==> src/rtl/fifo_wr_ctrl.sv <==
// Write-domain controller of the dual-clock FIFO: pointers, read-pointer
// synchroniser, full/almost_full/level and sticky overflow.
package conversionFunctions;
    parameter int WIDTH = 9;

    function automatic logic [WIDTH:0] bin2gray(input logic [WIDTH:0] b);
        return b ^ (b >> 1);
    endfunction

    function automatic logic [WIDTH:0] gray2bin(input logic [WIDTH:0] g);
        logic [WIDTH:0] b;
        b[WIDTH] = g[WIDTH];
        for (int i = WIDTH - 1; i >= 0; i--) begin
            b[i] = b[i+1] ^ g[i];
        end
        return b;
    endfunction
endpackage

module fifo_wr_ctrl #(
    parameter int ADDR_W    = 9,
    parameter int AF_THRESH = 480
) (
    input  logic               clk,
    input  logic               rst,
    fifo_wr_ctrl_if.slave      bus
);
    import conversionFunctions::*;

    localparam int PW = ADDR_W + 1;

    logic [PW-1:0] wr_bin, wr_bin_nxt;
    logic [PW-1:0] wr_gray_q, gray_nxt;
    logic [PW-1:0] rd_sync1, rd_sync2;
    logic [PW-1:0] rd_bin, full_gray;
    logic [PW-1:0] level_q, level_nxt;
    logic          full_q, af_q, ovf_q;
    logic          accept;

    assign accept     = bus.wr_en & ~full_q & ~rst;
    assign wr_bin_nxt = accept ? wr_bin + 1'b1 : wr_bin;
    assign gray_nxt   = bin2gray(wr_bin_nxt);
    assign rd_bin     = gray2bin(rd_sync2);
    assign level_nxt  = wr_bin_nxt - rd_bin;
    // Write pointer exactly one lap ahead of the read pointer: top two Gray bits inverted.
    assign full_gray  = {~rd_sync2[PW-1:PW-2], rd_sync2[PW-3:0]};

    always_ff @(posedge clk) begin
        if (rst) begin
            wr_bin    <= '0;
            wr_gray_q <= '0;
            rd_sync1  <= '0;
            rd_sync2  <= '0;
            full_q    <= 1'b0;
            af_q      <= 1'b0;
            level_q   <= '0;
            ovf_q     <= 1'b0;
        end else begin
            rd_sync1  <= bus.rd_gray_async;
            rd_sync2  <= rd_sync1;
            wr_bin    <= wr_bin_nxt;
            wr_gray_q <= gray_nxt;
            full_q    <= (gray_nxt == full_gray);
            level_q   <= level_nxt;
            af_q      <= (level_nxt >= PW'(AF_THRESH));
            ovf_q     <= ovf_q | (bus.wr_en & full_q);
        end
    end

    assign bus.mem_we      = accept;
    assign bus.wr_addr     = wr_bin[ADDR_W-1:0];
    assign bus.wr_gray     = wr_gray_q;
    assign bus.full        = full_q;
    assign bus.almost_full = af_q;
    assign bus.wr_level    = level_q;
    assign bus.overflow    = ovf_q;
endmodule

==> src/rtl/fifo_wr_ctrl_if.sv <==
// Write-side bundle of the dual-clock FIFO: producer request, RAM write port,
// cross-domain pointers and status flags.
interface fifo_wr_ctrl_if #(
    parameter int ADDR_W = 9
);
    logic              wr_en;
    logic [ADDR_W:0]   rd_gray_async;
    logic              mem_we;
    logic [ADDR_W-1:0] wr_addr;
    logic [ADDR_W:0]   wr_gray;
    logic              full;
    logic              almost_full;
    logic [ADDR_W:0]   wr_level;
    logic              overflow;

    modport master (
        output wr_en, rd_gray_async,
        input  mem_we, wr_addr, wr_gray, full, almost_full, wr_level, overflow
    );

    modport slave (
        input  wr_en, rd_gray_async,
        output mem_we, wr_addr, wr_gray, full, almost_full, wr_level, overflow
    );
endinterface

==> src/flat_wrapper.sv <==
// flat-port wrapper written by rule: the top's interface ports become plain ports
module fifo_wr_ctrl_flat import conversionFunctions::*;
#(
    parameter int ADDR_W    = 9,
    parameter int AF_THRESH = 480
)
  (clk, rst, bus_wr_en, bus_rd_gray_async, bus_mem_we, bus_wr_addr, bus_wr_gray, bus_full, bus_almost_full, bus_wr_level, bus_overflow);
  fifo_wr_ctrl_if #(.ADDR_W(ADDR_W)) bus_i ();
  input  logic clk;
  input  logic rst;
  input wire logic [$bits(bus_i.wr_en)-1:0] bus_wr_en;
  input wire logic [$bits(bus_i.rd_gray_async)-1:0] bus_rd_gray_async;
  output wire logic [$bits(bus_i.mem_we)-1:0] bus_mem_we;
  output wire logic [$bits(bus_i.wr_addr)-1:0] bus_wr_addr;
  output wire logic [$bits(bus_i.wr_gray)-1:0] bus_wr_gray;
  output wire logic [$bits(bus_i.full)-1:0] bus_full;
  output wire logic [$bits(bus_i.almost_full)-1:0] bus_almost_full;
  output wire logic [$bits(bus_i.wr_level)-1:0] bus_wr_level;
  output wire logic [$bits(bus_i.overflow)-1:0] bus_overflow;
  assign bus_i.wr_en = bus_wr_en;
  assign bus_i.rd_gray_async = bus_rd_gray_async;
  assign bus_mem_we = bus_i.mem_we;
  assign bus_wr_addr = bus_i.wr_addr;
  assign bus_wr_gray = bus_i.wr_gray;
  assign bus_full = bus_i.full;
  assign bus_almost_full = bus_i.almost_full;
  assign bus_wr_level = bus_i.wr_level;
  assign bus_overflow = bus_i.overflow;
  fifo_wr_ctrl #(.ADDR_W(ADDR_W), .AF_THRESH(AF_THRESH)) u_core (.clk(clk), .rst(rst), .bus(bus_i));
endmodule
==> config.mk <==
export PLATFORM = sky130hd
export DESIGN_NAME = fifo_wr_ctrl_flat
export DESIGN_NICKNAME = d
export VERILOG_FILES = /design/src/rtl/fifo_wr_ctrl.sv /design/src/rtl/fifo_wr_ctrl_if.sv /design/src/flat_wrapper.sv
export SDC_FILE = /design/constraint.sdc
export NUM_CORES = 1
export LEC_CHECK = 0
export CORE_MARGIN = 3
export CORE_UTILIZATION = 50
export CTS_BUF_LIST = sky130_fd_sc_hd__clkbuf_2 sky130_fd_sc_hd__clkbuf_4 sky130_fd_sc_hd__clkbuf_8
export DETAILED_ROUTE_END_ITERATION = 8
export HOLD_SLACK_MARGIN = 0.1
export PLACE_DENSITY = 0.83
export SYNTH_ARGS = -nofsm -noshare
export SYNTH_HDL_FRONTEND = slang
export SYNTH_SLANG_ARGS = --single-unit
==> constraint.sdc <==
create_clock -name clk -period 4.9 [get_ports clk]
set_input_delay 0.735 -clock clk [delete_from_list [all_inputs] [get_ports clk]]
set_output_delay 0.735 -clock clk [all_outputs]
set_load 0.05 [all_outputs]
==> results of run 1 <==
-- per-layer routing --
layer	vias up	part of all wire [%]	GRT usage [%]
li1	935	-	-
met1	834	45	20.6
met2	47	48	26.6
met3	6	5.5	4.34
met4	0	1.3	4.53
met5	-	0	0
-- through the flow --
step | power [mW] | instances
final | 1.03 | 368
after global routing | 1.08 | 368
after CTS | 1.04 | 368
after detailed placement | 0.773 | 360
after global placement | 0.767 | 360
after floorplan | 0.691 | 257
-- final cells by class --
class | count | area (sq um) | area share (%)
Clock inverter | 2 | 17.5 | 0.565
Tap cell | 67 | 83.8 | 2.70
Multi-Input combinational cell | 184 | 1370 | 44.2
Inverter | 10 | 37.5 | 1.21
Timing Repair Buffer | 47 | 465 | 15.0
Clock buffer | 6 | 82.6 | 2.66
Sequential cell | 52 | 1040 | 33.6
-- cell usage after synthesis (2+ instances only) --
| cell type | instances | area [sq um] |
|---|---|---|
| nand2_1 | 8 | 30.0 |
| o21ai_0 | 5 | 25.0 |
| a21oi_1 | 9 | 45.0 |
| dfxtp_1 | 52 | 1040 |
| inv_1 | 10 | 37.5 |
| xor2_1 | 9 | 78.8 |
| nor2_1 | 33 | 124 |
| xnor2_1 | 34 | 298 |
| a211oi_1 | 5 | 37.5 |
| clkbuf_1 | 9 | 33.8 |
| nor2b_1 | 24 | 150 |
| nand3_1 | 5 | 25.0 |
| mux2i_1 | 2 | 20.0 |
| ha_1 | 10 | 125 |
| o31a_1 | 2 | 17.5 |
| xnor2_2 | 2 | 32.5 |
| nand4bb_1 | 2 | 22.5 |
| a31oi_1 | 3 | 18.8 |
| xor2_2 | 5 | 81.3 |
| nor3_1 | 5 | 25.0 |
| o21a_1 | 4 | 30.0 |
-- worst register-to-register path, delay by kind of cell, from the launching register on --
| family | cells | cell delay, ps |
|---|---|---|
| adder cells (fa/ha/maj) | 1 | 280 |
| XOR/XNOR | 8 | 1940 |
| flip-flops | 1 | 360 |
| multiplexers | 1 | 190 |
| AND/OR/NAND/NOR | 1 | 140 |
| AO/OA/AOI/OAI | 4 | 840 |
-- final timing paths --
kind | slack (ps) | end | start
max reg2reg | 1110 | u_core.bus.almost_full$_SDFF_PP0_ | u_core.rd_sync2[9]$_SDFF_PP0_
min | 440 | u_core.rd_sync2[1]$_SDFF_PP0_ | u_core.rd_sync1[1]$_SDFF_PP0_
min reg2reg | 440 | u_core.rd_sync2[1]$_SDFF_PP0_ | u_core.rd_sync1[1]$_SDFF_PP0_
max | 750 | u_core.bus.almost_full$_SDFF_PP0_ | rst
-- registers in the layout, summed over array words and instances (netlist names) --
name,count
u_core.bus.almost_full,1
u_core.bus.full,1
u_core.bus.overflow,1
u_core.bus.wr_gray,10
u_core.bus.wr_level,10
u_core.rd_sync1,10
u_core.rd_sync2,10
u_core.wr_bin,9
-- cell families after synthesis --
logic type | count (synthesis)
buffers and inverters | 21
AND/OR/NAND/NOR | 88
AO/OA/AOI/OAI | 33
adder cells (fa/ha/maj) | 11
multiplexers | 2
flip-flops | 52
XOR/XNOR | 50
-- power groups by stage --
stage | Sequential (mW) | Clock, mW | Combinational (mW)
2_1_floorplan | 0.554 | 0 | 0.137
3_3_place_gp | 0.474 | 0 | 0.293
3_5_place_dp | 0.475 | 0 | 0.297
4_1_cts | 0.465 | 0.271 | 0.300
5_1_grt | 0.469 | 0.286 | 0.324
6_report | 0.465 | 0.263 | 0.299
==> impl_metrics.env, run 1 <==
export IMPL_status="finished, final reports clean"
export IMPL_synth_compound_area_share_pct=8.76
export IMPL_ant_nets=0
export IMPL_final_core_util_pct=64.8
export IMPL_drt_wl_total_um=4510
export IMPL_start_util_pct=52.2
export IMPL_critical_path_max_stage_delay_ps=650
export IMPL_port_buffers=45
export IMPL_syn_cell_area_sq_um=2500
export IMPL_dp_slack_ps=491
export IMPL_ys_warn_count=0
export IMPL_grt_pass1_wl_um=7730
export IMPL_fill_cells=387
export IMPL_skew_ps=6.62
export IMPL_hold_slack_ps=444
export IMPL_synth_async_reset_ratio_pct=0
export IMPL_grt_overflow=0
export IMPL_holdPathStages=1
export IMPL_core_area_sq_um=4790
export IMPL_synthMuxAreaShare_pct=0.801
export IMPL_power_switching_share_pct=32.6
export IMPL_cp_arrival_ps=4390
export IMPL_rsz0062_at_grt="no"
export IMPL_drive_above_1_share_pct=7.64
export IMPL_synth_ff_latch_count=52
export IMPL_syn_area_per_cell_sq_um=9.73
export IMPL_area_delta_synth_final_pct=24.0
export IMPL_p_leak_nw=1.22
export IMPL_setup_violations=0
export IMPL_pwr_share_comb_pct=29.1
export IMPL_numCtsBuffers=5
export IMPL_synth_simple_gate_area_share_pct=19.9
export IMPL_grt_usage_pct=16.1
export IMPL_cts_resized_gates=0
export IMPL_synth_ff_type="dfxtp_1"
export IMPL_critPathCaptureType="flop"
export IMPL_wl_per_cell_um=12.3
export IMPL_synth_xor_area_share_pct=19.6
export IMPL_synthDistinctLibCells=40
export IMPL_p_int_uw=692
export IMPL_die_height_um=76.7
export IMPL_critPathSlowestCell="clkdlybuf4s50_1"
export IMPL_holdBufCountCts=0
export IMPL_peakVddDrop_v=0.000227
export IMPL_setup_tns_ps=0
export IMPL_pwr_share_seq_pct=45.3
export IMPL_synth_edf_count=0
export IMPL_dieWidth_um=76.7
export IMPL_post_drt_via_cell_ratio=4.95
export IMPL_cts_setup_buffers=0
export IMPL_max_freq_ghz=0.241
export IMPL_r2r_cells=15
export IMPL_dp_hpwl_um=3460
export IMPL_critPathKind="in -> reg"
export IMPL_firstDrtPassIters=4
export IMPL_htreeDepth=2
export IMPL_clk_pin_slew_ps=100
export IMPL_antenna_found_initial=0
export IMPL_critPathRequiredTime_ps=5150
export IMPL_final_min_clock_period_ps=4150
export IMPL_synthCells=257
export IMPL_worstPathMaxFanout=14
export IMPL_synth_top_family_by_area="simple AND/OR/NAND/NOR gates"
export IMPL_hold_path_class="reg -> reg"
export IMPL_cp_num_buf_inv=2
export IMPL_hold_viol=0
export IMPL_nets=324
export IMPL_drv_cap=0
export IMPL_vias=1822
export IMPL_worst_slew_pin_slew_ps=525
export IMPL_path_depth=13
export IMPL_finalMaxSlewViolations=0
export IMPL_cts_sinks=52
export IMPL_pwr_density_cell_nw_per_um2=331
export IMPL_layout_commonest_cell="dfxtp_1"
export IMPL_fin_crit_sh_pct=84.6
export IMPL_cts_tree="done"
export IMPL_gp_congestion=0.863
export IMPL_worstPathCellList="clkdlybuf4s50_1 -> nand4bb_1 -> nor2_1 -> xnor2_1 -> inv_1 -> ha_1 -> o21a_1 -> o31a_1 -> o211ai_1 -> a21oi_1 -> a211oi_1 -> xor2_1 -> mux2i_1"
export IMPL_drt_first_iter_violations=78
export IMPL_clkPwrFrac_pct=25.6
export IMPL_drc=0
export IMPL_num_rows=25
export IMPL_clk_latency_ps=310
export IMPL_cp_top_family="simple AND/OR/NAND/NOR gates"
export IMPL_relSlewSlack_pct=64.8
export IMPL_dpl_cell_area_sq_um=3000
export IMPL_syn_nets=281
export IMPL_cts_path_max_buffers=2
export IMPL_cp_start_kind="primary input"
export IMPL_fin_ws_ps=753
export IMPL_final_area_sq_um=3100
export IMPL_synthAdderAreaFrac_pct=5.81
export IMPL_seq_area_frac_synth_pct=41.6
export IMPL_grt_pass1_vias=1703
export IMPL_die_area_sq_um=5880
export IMPL_grt_max_degree=30
export IMPL_most_common_layout_cells="dfxtp_1, clkdlybuf4s50_1, xnor2_1"
export IMPL_num_io_pins=46
export IMPL_cts_root_buf="clkbuf_8"
export IMPL_n_antenna_cell=0
export IMPL_switchingPower_uw=334
(Power assumes the default switching activity.)
==> run 2: changes to the inputs <==
--- a/config.mk
+++ b/config.mk
@@ -6,11 +6,11 @@
 export NUM_CORES = 1
 export LEC_CHECK = 0
 export CORE_MARGIN = 3
-export CORE_UTILIZATION = 50
+export CORE_UTILIZATION = 49
 export CTS_BUF_LIST = sky130_fd_sc_hd__clkbuf_2 sky130_fd_sc_hd__clkbuf_4 sky130_fd_sc_hd__clkbuf_8
 export DETAILED_ROUTE_END_ITERATION = 8
 export HOLD_SLACK_MARGIN = 0.1
-export PLACE_DENSITY = 0.83
+export PLACE_DENSITY = 0.84
 export SYNTH_ARGS = -nofsm -noshare
 export SYNTH_HDL_FRONTEND = slang
 export SYNTH_SLANG_ARGS = --single-unit
==> constraint.sdc (replaced) <==
create_clock -name clk -period 3.5 [get_ports clk]
set_input_delay 0.525 -clock clk [delete_from_list [all_inputs] [get_ports clk]]
set_output_delay 0.525 -clock clk [all_outputs]
set_load 0.05 [all_outputs]
==> impl_metrics.env, run 2 (synthesized netlist as in run 1, its figures left out) <==
export IMPL_fin_crit_sh_pct=107
export IMPL_worst_slew_pin_slew_ps=509
export IMPL_grt_pass1_wl_um=9320
export IMPL_multi_input_area_sq_um=1440
export IMPL_grt_overflow=0
export IMPL_start_util_pct=51.9
export IMPL_htreeDepth=2
export IMPL_n_antenna_cell=0
export IMPL_cp_arrival_ps=3980
export IMPL_gp_congestion=0.936
export IMPL_cp_num_buf_inv=1
export IMPL_worstPathMaxFanout=3
export IMPL_grt_usage_pct=19.8
export IMPL_drt_wl_total_um=5620
export IMPL_critPathRequiredTime_ps=3750
export IMPL_drc=0
export IMPL_die_height_um=77.4
export IMPL_power_mw=1.59
export IMPL_cts_path_max_buffers=2
export IMPL_wl_per_cell_um=13.9
export IMPL_worstPathCellList="xnor2_2 -> xor2_2 -> xor2_2 -> xor2_2 -> xor2_2 -> xor2_2 -> buf_4 -> xor2_1 -> ha_2 -> o21a_1 -> o31a_1 -> o211ai_1 -> a21oi_1 -> a211oi_2 -> xor2_1 -> mux2i_1"
export IMPL_clk_latency_ps=310
export IMPL_cp_start_kind="flop"
export IMPL_num_rows=25
export IMPL_rsz0062_at_grt="yes"
export IMPL_num_io_pins=46
export IMPL_layout_commonest_cell="dfxtp_1"
export IMPL_nets=360
export IMPL_critPathCaptureType="flop"
export IMPL_firstDrtPassIters=4
export IMPL_finalMaxSlewViolations=0
export IMPL_critical_path_max_stage_delay_ps=350
export IMPL_hold_viol=0
export IMPL_antenna_found_initial=0
export IMPL_skew_ps=6.12
export IMPL_dp_hpwl_um=3930
export IMPL_hold_path_class="reg -> reg"
export IMPL_dieWidth_um=77.4
export IMPL_final_min_clock_period_ps=3730
export IMPL_p_leak_nw=1.43
export IMPL_critPathKind="reg -> reg"
export IMPL_core_area_sq_um=4820
export IMPL_most_common_layout_cells="dfxtp_1, clkdlybuf4s50_1, buf_4"
export IMPL_critPathSlowestCell="dfxtp_2"
export IMPL_relSlewSlack_pct=66.0
export IMPL_die_area_sq_um=5990
export IMPL_cts_root_buf="clkbuf_8"
export IMPL_drive_above_1_share_pct=22.0
export IMPL_fill_cells=363
export IMPL_status="finished, violations left"
export IMPL_cpMostUsedCell="xor2_2"
export IMPL_violations="setup timing"
export IMPL_setup_violations=4
export IMPL_vias=2025
export IMPL_port_buffers=45
export IMPL_cts_sinks=52
export IMPL_post_drt_via_cell_ratio=5.01
export IMPL_grt_max_degree=37
export IMPL_peakVddDrop_v=0.000323
export IMPL_cts_tree="done"
export IMPL_ant_nets=0
export IMPL_seq_area_sq_um=1040
export IMPL_grt_pass1_vias=2015
export IMPL_drv_cap=0
export IMPL_numCtsBuffers=5
export IMPL_fin_ws_ps=-229
export IMPL_clk_pin_slew_ps=90
export IMPL_area_delta_synth_final_pct=37.8
export IMPL_max_freq_ghz=0.268
export IMPL_holdBufCountCts=0
export IMPL_drt_first_iter_violations=143
export IMPL_cp_top_family="XOR/XNOR gates"
export IMPL_pwr_density_cell_nw_per_um2=461
export IMPL_final_core_util_pct=71.5
[run 2: power by group]
part	leakage (nW)	internal (mW)	switching, mW
Clock	0.0586	0.220	0.191
Sequential	0.428	0.634	0.0179
Combinational	0.941	0.241	0.285
Total	1.43	1.09	0.494
[run 2: what timing repair did]
| item | 4_1_cts | 5_1_grt |
|---|---|---|
| resized for setup | 8 | 8 |
| pin swaps | 9 | 10 |
| setup buffers | 6 | 3 |
| endpoints found under the setup margin | 5 | 7 |
[run 2: path summary, 6_finish.rpt]
path | from | end | slack (ps) | cells after the start
setup / recovery | u_core.rd_sync2[8]$_SDFF_PP0_ | u_core.bus.almost_full$_SDFF_PP0_ | -230 | 16
hold / removal | u_core.rd_sync1[7]$_SDFF_PP0_ | u_core.rd_sync2[7]$_SDFF_PP0_ | 440 | 1
setup reg to reg | u_core.rd_sync2[8]$_SDFF_PP0_ | u_core.bus.almost_full$_SDFF_PP0_ | -230 | 16
hold reg to reg | u_core.rd_sync1[7]$_SDFF_PP0_ | u_core.rd_sync2[7]$_SDFF_PP0_ | 440 | 1
[run 2: through the flow]
step	instance area [sq um]	setup WS (ps)	TNS [ps]	instances	hold slack [ps]
2_1_floorplan	2510	35.6	0	257	414
3_3_place_gp	3200	-27.8	-27.8	387	417
3_5_place_dp	3200	-203	-428	387	422
4_1_cts	3380	-204	-399	401	444
5_1_grt	3450	-432	-1550	404	457
6_report	3450	-229	-424	404	442
[run 2: routing by layer]
| layer | vias up | part of all wire [%] | track usage (%) |
|---|---|---|---|
| li1 | 997 | - | - |
| met1 | 953 | 41 | 22.3 |
| met3 | 11 | 5.8 | 4.99 |
| met5 | - | 0 | 0 |
| met2 | 64 | 51 | 35.0 |
| met4 | 0 | 2.2 | 8.90 |
[run 2: cell type report]
type,count,area share (%)
Clock buffer,6,2.21
Clock inverter,2,1.02
Inverter,10,1.09
Multi-Input combinational cell,184,41.8
Sequential cell,52,30.2
Tap cell,67,2.43
Timing Repair Buffer,83,21.2
==> edit (settings of run 1) <==
Reset style: asynchronous (`rst`), changed in one clocked block.
--- a/src/rtl/fifo_wr_ctrl.sv
+++ b/src/rtl/fifo_wr_ctrl.sv
@@ -45,7 +45,7 @@
     // Write pointer exactly one lap ahead of the read pointer: top two Gray bits inverted.
     assign full_gray  = {~rd_sync2[PW-1:PW-2], rd_sync2[PW-3:0]};
 
-    always_ff @(posedge clk) begin
+    always_ff @(posedge clk or posedge rst) begin
         if (rst) begin
             wr_bin    <= '0;
             wr_gray_q <= '0;
Check against the original RTL: differs if rst is asserted again (counterexample within 4 cycles, from zero or initial values and one cycle with rst high); with rst held inactive, the same outputs for 10 cycles.
==> edit against run 1 <==
Sequential share of layout area grew 11 points; design area is 5.1% lower; sequential cell count did not move; worst setup slack better by 0.58 ns; critical path type unchanged; register-to-register slack improved by 0.29 ns; routed wire length shrank 15%; core utilization increased by 1.9 points; cell count shrank 21%; hold slack lost 0.093 ns; synthesized area is 6.8% lower.
Power is not compared: it rests on default switching activity, and its combinational part moved more than twofold at a synthesized area within 25%.
==> edit: results (changes against run 1) <==
[status]
outcome=finished, final reports clean  ; unchanged

[place]
placed_cells=283  ; was 360
dp_hpwl_um=2930  ; was 3460 um
place_area_sq_um=2840  ; was 3000 sq um
dp_slack_ns=1.05  ; was 0.491 ns

[timing]
period_minus_slack_ns=3.56  ; was 4.15 ns
fin_skew_ns=0.00678  ; was 0.00662 ns
max_slew_margin_pct=31.4  ; was 64.8%

[global_routing]
grt_usage_pct=15.4  ; was 16.1%
grt_max_degree=53  ; was 30
grt_pass1_vias=1392  ; was 1,703
grt_pass1_wl_um=6380  ; was 7730 um

[detailed_routing]
drt-total-wl_um=3820  ; was 4510 um
firstDrtPassIters=5  ; was 4
avgViaCountPerCell=4.93  ; was 4.95

[pwr]
total_power_mw=1.88

[logic_synthesis]
async_reset_ff_share_pct=100  ; was 0%
ys_types=37  ; was 40
synthTopCellsByArea=dfrtp_1 56%, xnor2_1 9.8%, xor2_1 6.4%  ; was dfxtp_1 42%, xnor2_1 12%, nor2b_1 6.0%
synth_adder_area_share_pct=6.23  ; was 5.81%
synth_xor_xnor_area_share_pct=19.6  ; about the same
synth_compound_area_share_pct=5.31  ; was 8.76%
netlist_instances=187  ; was 257

[worst_setup_path]
path_max_fanout=6  ; was 14
slowest_delay_ns=0.51  ; was 0.65 ns
crit_start=bus_wr_en  ; was rst
critPathArrivalTime_ns=3.75  ; was 4.39 ns
worstReg2RegStart=u_core.rd_sync2[9]  ; unchanged
rrSetupSlack_ns=1.40  ; was 1.11 ns

[worst_hold_path]
hold_end=u_core.rd_sync2[6]  ; was u_core.rd_sync2[1]
hp-start=u_core.rd_sync1[6]  ; was u_core.rd_sync1[1]

[edit: cell types whose count changed in the layout (fill, tap and decap cells not counted), moves of 4 or more]
cell	change
a21oi_1	-6
xnor2_1	-8
nor2b_1	-22
dfrtp_1	+52
xor2_1	+8
nor2_1	-25
a211oi_1	-5
dfxtp_1	-52
nor3_1	-4
[edit: metal layers]
layer | share of wire, % | vias up | routed length, um | GRT usage [%]
met4 | 2.6 | 0 | 98 | 6.52
met3 | 6.3 | 10 | 239 | 3.92
li1 | - | 719 | - | -
met1 | 44 | 660 | 1680 | 19.1
met5 | 0 | - | 0 | 0
met2 | 47 | 46 | 1800 | 25.8
[edit: cell type report]
type / instances / area, sq um / share of cell area, %
Sequential cell: 52 / 1300 / 44.3
Tap cell: 52 / 65.1 / 2.21
Timing Repair Buffer: 45 / 450 / 15.3
Inverter: 14 / 52.6 / 1.79
Multi-Input combinational cell: 120 / 973 / 33.1
Clock buffer: 8 / 97.6 / 3.32
